File: config.mk
export PLATFORM = sky130hd
export DESIGN_NAME = prog_loader_flat
export DESIGN_NICKNAME = d
export VERILOG_FILES = /design/src/rtl/prog_loader_if.sv /design/src/rtl/prog_loader.sv /design/src/flat_wrapper.sv
export SDC_FILE = /design/constraint.sdc
export NUM_CORES = 1
export LEC_CHECK = 0
export ABC_AREA = 0
export ABC_CLOCK_PERIOD_IN_PS = 2500
export CAP_MARGIN = 25
export CORE_UTILIZATION = 47
export CTS_BUF_LIST = sky130_fd_sc_hd__clkbuf_4
export DETAILED_ROUTE_END_ITERATION = 12
export GPL_TIMING_DRIVEN = 0
export PLACE_DENSITY_LB_ADDON = 0.3
export SKIP_CTS_REPAIR_TIMING = 1
export SLEW_MARGIN = 10
export SYNTH_ARGS = -nofsm -noshare
export SYNTH_HDL_FRONTEND = slang
export SYNTH_SLANG_ARGS = --single-unit
File: constraint.sdc
create_clock -name clk -period 2.5 [get_ports clk]
set_input_delay 0.25 -clock clk [delete_from_list [all_inputs] [get_ports clk]]
set_output_delay 0.25 -clock clk [all_outputs]
set_load 0.02 [all_outputs]
File: src/rtl/prog_loader_if.sv
// Byte-stream / ROM-write bundle for the boot program loader.
// Optional LOADER_CHECKSUM_EN adds the 8-bit checksum status signal.
interface prog_loader_if #(parameter int ADDR_W = 9);
  logic              start;
  logic              byte_valid;
  logic [7:0]        byte_data;
  logic              byte_last;
  logic              byte_ready;
  logic              mem_we;
  logic [ADDR_W-1:0] mem_addr;
  logic [31:0]       mem_wdata;
  logic              cpu_reset;
  logic              busy;
  logic              done;
  logic              error;
  logic [ADDR_W-2:0] word_count;
`ifdef LOADER_CHECKSUM_EN
  logic [7:0]        checksum;

  modport master (output start, byte_valid, byte_data, byte_last,
                  input  byte_ready, mem_we, mem_addr, mem_wdata, cpu_reset,
                         busy, done, error, word_count, checksum);
  modport slave  (input  start, byte_valid, byte_data, byte_last,
                  output byte_ready, mem_we, mem_addr, mem_wdata, cpu_reset,
                         busy, done, error, word_count, checksum);
`else
  modport master (output start, byte_valid, byte_data, byte_last,
                  input  byte_ready, mem_we, mem_addr, mem_wdata, cpu_reset,
                         busy, done, error, word_count);
  modport slave  (input  start, byte_valid, byte_data, byte_last,
                  output byte_ready, mem_we, mem_addr, mem_wdata, cpu_reset,
                         busy, done, error, word_count);
`endif
endinterface

File: src/rtl/prog_loader.sv
// Boot-time program loader: packs a big-endian byte stream into 32-bit words,
// writes them to the instruction ROM and releases cpu_reset once the image is
// complete. Optional LOADER_CHECKSUM_EN adds a mod-256 byte checksum output.
module prog_loader #(
  parameter int ADDR_W = 9
) (
  input  logic          clk,
  input  logic          reset,
  prog_loader_if.slave  bus
);

  typedef enum logic [2:0] {S_IDLE, S_RECV, S_WRITE, S_DONE, S_ERR} state_t;

  localparam logic [ADDR_W-1:0] LAST_ADDR = {{(ADDR_W-2){1'b1}}, 2'b00};

  state_t            r_state, w_next;
  logic [ADDR_W-1:0] r_addr;
  logic [31:0]       r_word;
  logic [1:0]        r_k;
  logic              r_last;
  logic [ADDR_W-2:0] r_wc;
  logic              w_byte_ready, w_mem_we, w_busy, w_done, w_error, w_cpu_reset;
  logic              w_accept, w_start, w_full;

  assign w_accept = bus.byte_valid && w_byte_ready;
  assign w_start  = bus.start && (r_state == S_IDLE || r_state == S_DONE || r_state == S_ERR);
  assign w_full   = (r_addr == LAST_ADDR);

  // State register
  always_ff @(posedge clk) begin
    if (reset) r_state <= S_IDLE;
    else       r_state <= w_next;
  end

  // Next-state and state-derived outputs (no input-to-output paths)
  always_comb begin
    w_next       = r_state;
    w_byte_ready = 1'b0;
    w_mem_we     = 1'b0;
    w_busy       = 1'b0;
    w_done       = 1'b0;
    w_error      = 1'b0;
    w_cpu_reset  = 1'b1;
    case (r_state)
      S_IDLE: if (bus.start) w_next = S_RECV;
      S_RECV: begin
        w_byte_ready = 1'b1;
        w_busy       = 1'b1;
        if (bus.byte_valid) begin
          if (r_k == 2'd3)        w_next = S_WRITE;
          else if (bus.byte_last) w_next = S_ERR;
        end
      end
      S_WRITE: begin
        w_mem_we = 1'b1;
        w_busy   = 1'b1;
        if (r_last)      w_next = S_DONE;
        else if (w_full) w_next = S_ERR;
        else             w_next = S_RECV;
      end
      S_DONE: begin
        w_done      = 1'b1;
        w_cpu_reset = 1'b0;
        if (bus.start) w_next = S_RECV;
      end
      S_ERR: begin
        w_error = 1'b1;
        if (bus.start) w_next = S_RECV;
      end
      default: w_next = S_IDLE;
    endcase
  end

  // Word assembly, address and word counter
  always_ff @(posedge clk) begin
    if (reset) begin
      r_addr <= '0;
      r_word <= '0;
      r_k    <= '0;
      r_last <= 1'b0;
      r_wc   <= '0;
    end else begin
      if (w_start) begin
        r_addr <= '0;
        r_k    <= '0;
        r_wc   <= '0;
      end
      if (w_accept) begin
        case (r_k)
          2'd0: r_word[31:24] <= bus.byte_data;
          2'd1: r_word[23:16] <= bus.byte_data;
          2'd2: r_word[15:8]  <= bus.byte_data;
          default: r_word[7:0] <= bus.byte_data;
        endcase
        r_k <= r_k + 2'd1;  // wraps to 0 after the 4th byte
        if (r_k == 2'd3) r_last <= bus.byte_last;
      end
      if (r_state == S_WRITE) begin
        r_wc <= r_wc + (ADDR_W-1)'(1);
        // address only advances when another word can follow
        if (!r_last && !w_full) r_addr <= r_addr + ADDR_W'(4);
      end
    end
  end

`ifdef LOADER_CHECKSUM_EN
  logic [7:0] r_sum;

  // Running mod-256 sum of accepted bytes for the current load
  always_ff @(posedge clk) begin
    if (reset)         r_sum <= '0;
    else if (w_start)  r_sum <= '0;
    else if (w_accept) r_sum <= r_sum + bus.byte_data;
  end

  assign bus.checksum = r_sum;
`endif

  assign bus.byte_ready = w_byte_ready;
  assign bus.mem_we     = w_mem_we;
  assign bus.mem_addr   = r_addr;
  assign bus.mem_wdata  = r_word;
  assign bus.cpu_reset  = w_cpu_reset;
  assign bus.busy       = w_busy;
  assign bus.done       = w_done;
  assign bus.error      = w_error;
  assign bus.word_count = r_wc;

endmodule

File: src/flat_wrapper.sv
// flat-port wrapper written by rule: the top's interface ports become plain ports
module prog_loader_flat 
#(
  parameter int ADDR_W = 9
)
  (clk, reset, bus_start, bus_byte_valid, bus_byte_data, bus_byte_last, bus_byte_ready, bus_mem_we, bus_mem_addr, bus_mem_wdata, bus_cpu_reset, bus_busy, bus_done, bus_error, bus_word_count);
  prog_loader_if #(.ADDR_W(ADDR_W)) bus_i ();
  input  logic clk;
  input  logic reset;
  input wire logic [$bits(bus_i.start)-1:0] bus_start;
  input wire logic [$bits(bus_i.byte_valid)-1:0] bus_byte_valid;
  input wire logic [$bits(bus_i.byte_data)-1:0] bus_byte_data;
  input wire logic [$bits(bus_i.byte_last)-1:0] bus_byte_last;
  output wire logic [$bits(bus_i.byte_ready)-1:0] bus_byte_ready;
  output wire logic [$bits(bus_i.mem_we)-1:0] bus_mem_we;
  output wire logic [$bits(bus_i.mem_addr)-1:0] bus_mem_addr;
  output wire logic [$bits(bus_i.mem_wdata)-1:0] bus_mem_wdata;
  output wire logic [$bits(bus_i.cpu_reset)-1:0] bus_cpu_reset;
  output wire logic [$bits(bus_i.busy)-1:0] bus_busy;
  output wire logic [$bits(bus_i.done)-1:0] bus_done;
  output wire logic [$bits(bus_i.error)-1:0] bus_error;
  output wire logic [$bits(bus_i.word_count)-1:0] bus_word_count;
  assign bus_i.start = bus_start;
  assign bus_i.byte_valid = bus_byte_valid;
  assign bus_i.byte_data = bus_byte_data;
  assign bus_i.byte_last = bus_byte_last;
  assign bus_byte_ready = bus_i.byte_ready;
  assign bus_mem_we = bus_i.mem_we;
  assign bus_mem_addr = bus_i.mem_addr;
  assign bus_mem_wdata = bus_i.mem_wdata;
  assign bus_cpu_reset = bus_i.cpu_reset;
  assign bus_busy = bus_i.busy;
  assign bus_done = bus_i.done;
  assign bus_error = bus_i.error;
  assign bus_word_count = bus_i.word_count;
  prog_loader #(.ADDR_W(ADDR_W)) u_core (.clk(clk), .reset(reset), .bus(bus_i));
endmodule
==> summary.txt <==
Timing
  • Fin crit share: 0.905
  • Final hold vios: 0
  • FMAX: around 440 MHz
  • Fin worst setup slack: 0.238 ns
  • Final min period: 2.26 ns
  • WHS: between 0.4 and 0.5 ns
  • Final setup viols: 0
  • Slew headroom: 0.608
  • Unrepaired setup endpoints after global routing: false
  • Fin. max-slew vios: 0
  • Clk_skew: roughly 0.0098 ns
  • Worst-margin pin slew: 0.584 ns

Layout
  • Total Nets Final: 391
  • Finished Layout Cells: 440
  • Final Cell Area: ~3200 um^2
  • Diode count: 0
  • Fraction of layout cells with a size suffix above 1: 0.0509
  • Final Util: 0.670
  • P&R area growth vs syn: 34.2%

Global route
  • Overall routing resource usage: 0.230
  • Initial antenna violation count: 0
  • Vias in the first global route: 2097
  • First-pass GRT wire length: 9.56 mm
  • Largest net degree at the start of global routing: 19
  • Grt ovf: 0

Yosys
  • Synth area leaders: dfxtp_1 46%, a21oi_1 9.4%, nand3_1 9.2%
  • Netlist Area Pre-Place: 2400 um^2
  • Post-synth top area share: 0.458
  • Net Count, Synth: 317
  • Largest area contributor in the netlist: dfxtp_1
  • Yosys warns: 0
  • Post-Synthesis Cells: approximately 300
  • Avg Cell Area, Syn: between 8 and 9 um^2
  • Asr flop ratio synth: 0
  • Top FF cell, synth: dfxtp_1
  • Yosys cell types: 39
  • Post-synth EDFFs: 0
  • Yosys reg bits: 55
  • Register area share after synthesis: 0.458

Place
  • Pre-CTS WS: just under 0.3 ns
  • Placed cell count: 432
  • Port buffer count: 67
  • Hpwl dp: roughly 4.3 mm
  • Final Wtd Congestion: roughly 0.87
  • DP Area: about 3200 um^2

Route
  • Via count: around 2400
  • Drt drc: 0
  • DRT Wirelength: approximately 5.9 mm
  • Via/cell ratio: roughly 5.5
  • Pre-antenna DRT Iters: 4
  • Antenna-violating nets left: 0
  • Per-cell routed wire length: approximately 13 um
  • 1st-iter DRT viols: between 100 and 150

Min path
  • Worst hold stages: 2
  • Worst Hold Class: flip-flop to flip-flop
  • Hold path endpoint: u_core.bus.mem_wdata[29]
  • HP Start: u_core.bus.mem_wdata[29]

Outcome
  • Outcome: completed

Worst setup path
  • Critical R2R Launch: u_core.r_state[2]
  • Critical path class: flip-flop to output port
  • R2R cell count: 5
  • R2R Path End: u_core.bus.mem_addr[7]
  • Max FO, Critical Path: 10
  • Worst path required time: ~2.3 ns
  • Crit. End Element: output port
  • R2R setup slack: between 0.5 and 0.6 ns
  • Critical path arrival: roughly 2.0 ns
  • CP startpoint kind: flip-flop

Clock tree
  • Worst-Skew Late Latency: between 0.3 and 0.4 ns
  • CTS sink count: 55
  • Max clock buf depth: 2
  • Root buf cell: clkbuf_4
  • Clock buffer count from CTS: 5
  • Reg clk slew, reported paths: 0.16 ns
  • H-tree depth: 2
  • CTS tree: built

Die
  • Rows: 25
  • Core Box Area: 4820 um^2
  • Initial Util: 0.499
  • # IOs: just under 70
  • Die X: about 74 um
  • Die Y: ~74 um
  • Full die area: 5410 um^2

Power
  • Power Density: 448 nW/um^2
  • Leakage: roughly 1.1 nW
  • Worst VDD drop: between 0.3 and 0.4 mV

Job
  • Max-cap violation count: 0
-- layout make-up --
type | count | area, um^2
Buffer | 19 | 80.1
Timing Repair Buffer | 67 | 676
Fill cell | 439 | 1590
Sequential cell | 55 | 1100
Inverter | 6 | 22.5
Clock buffer | 5 | 37.5
Tap cell | 67 | 83.8
Clock inverter | 3 | 23.8
Multi-Input combinational cell | 218 | 1200
-- registers in the layout, summed over array words and instances, names as in the netlist --
register / count
u_core.bus.mem_addr: 9
u_core.bus.mem_wdata: 32
u_core.bus.word_count: 8
u_core.r_k: 2
u_core.r_last: 1
u_core.r_state: 3
-- kinds of logic (layout without fill, tap and decap cells) --
family / after synthesis / after routing / share of synthesized area
simple gates: 140 / 140 / 0.294
compound gates: 68 / 68 / 0.159
flops: 55 / 55 / 0.458
buf+inv: 25 / 100 / 0.0421
fa+ha+maj: 6 / 6 / 0.0312
xor+xnor: 2 / 2 / 0.00729
mux: 2 / 2 / 0.00832
-- where the power goes --
part           switching [mW]  internal, mW  leakage (nW)
Combinational          0.0918        0.0598         0.597
Sequential            0.00632         0.886         0.444
Clock                   0.288         0.113        0.0278
-- how the worst max path moves through the flow --
stage | startpoint | end | cells past startpoint
floorplan | u_core.r_state[2] | u_core.bus.mem_addr[7] | 5
global placement | bus_byte_valid | u_core.bus.mem_wdata[7] | 7
detailed placement | bus_byte_valid | u_core.bus.mem_wdata[5] | 7
CTS | u_core.r_state[2] | bus_mem_we | 5
global route | u_core.r_state[1] | bus_done | 4
finish | u_core.r_state[1] | bus_done | 4
-- metal layers --
layer | vias up | wire, um | track usage
met1 | 1123 | 2610 | 0.297
met3 | 7 | 415 | 0.0521
met2 | 87 | 2810 | 0.382
met5 | - | 0 | 0
met4 | 0 | 60 | 0.0726
li1 | 1206 | - | -
-- worst max-delay path, stage by stage, from the launching register on --
cell and delay (ns):
dfxtp_2 0.41, clkbuf_1 0.31, inv_1 0.16, nor2_1 0.16
clkdlybuf4s50_1 0.62
-- stage by stage --
stage               setup TNS, ns  total power, mW
floorplan                       0            0.991
global placement                0             1.06
detailed placement              0             1.06
CTS                       -0.0246             1.45
global route                    0             1.50
finish                          0             1.45
-- cells in the final DEF (no fill, tap or decap), drive strengths merged, types with 3 or more instances in the layout --
cell	instances
clkdlybuf4s50	65
dfxtp	55
a21oi	45
nand3	44
nand2	43
clkbuf	23
nor2	13
nor3	9
o21ai	7
or3	6
ha	6
inv	6
and2	4
a31oi	4
nor3b	3
and4b	3
nor2b	3
a31o	3
-- cells in the mapped netlist (2+ instances only) --
| cell | instances |
|---|---|
| and2_1 | 4 |
| or2_2 | 2 |
| and4b_1 | 3 |
| nor3_1 | 9 |
| clkbuf_1 | 18 |
| a31o_2 | 3 |
| nand2_1 | 43 |
| mux2i_1 | 2 |
| nor2b_1 | 3 |
| ha_1 | 6 |
| nor2_1 | 13 |
| or3_1 | 6 |
| nand4_1 | 2 |
| dfxtp_1 | 55 |
| a21oi_1 | 45 |
| inv_1 | 5 |
| o31ai_1 | 2 |
| xnor2_1 | 2 |
| o21ai_0 | 7 |
| a31oi_1 | 4 |
| nor3b_1 | 3 |
| nand3_1 | 44 |
(Power assumes the default switching activity.)
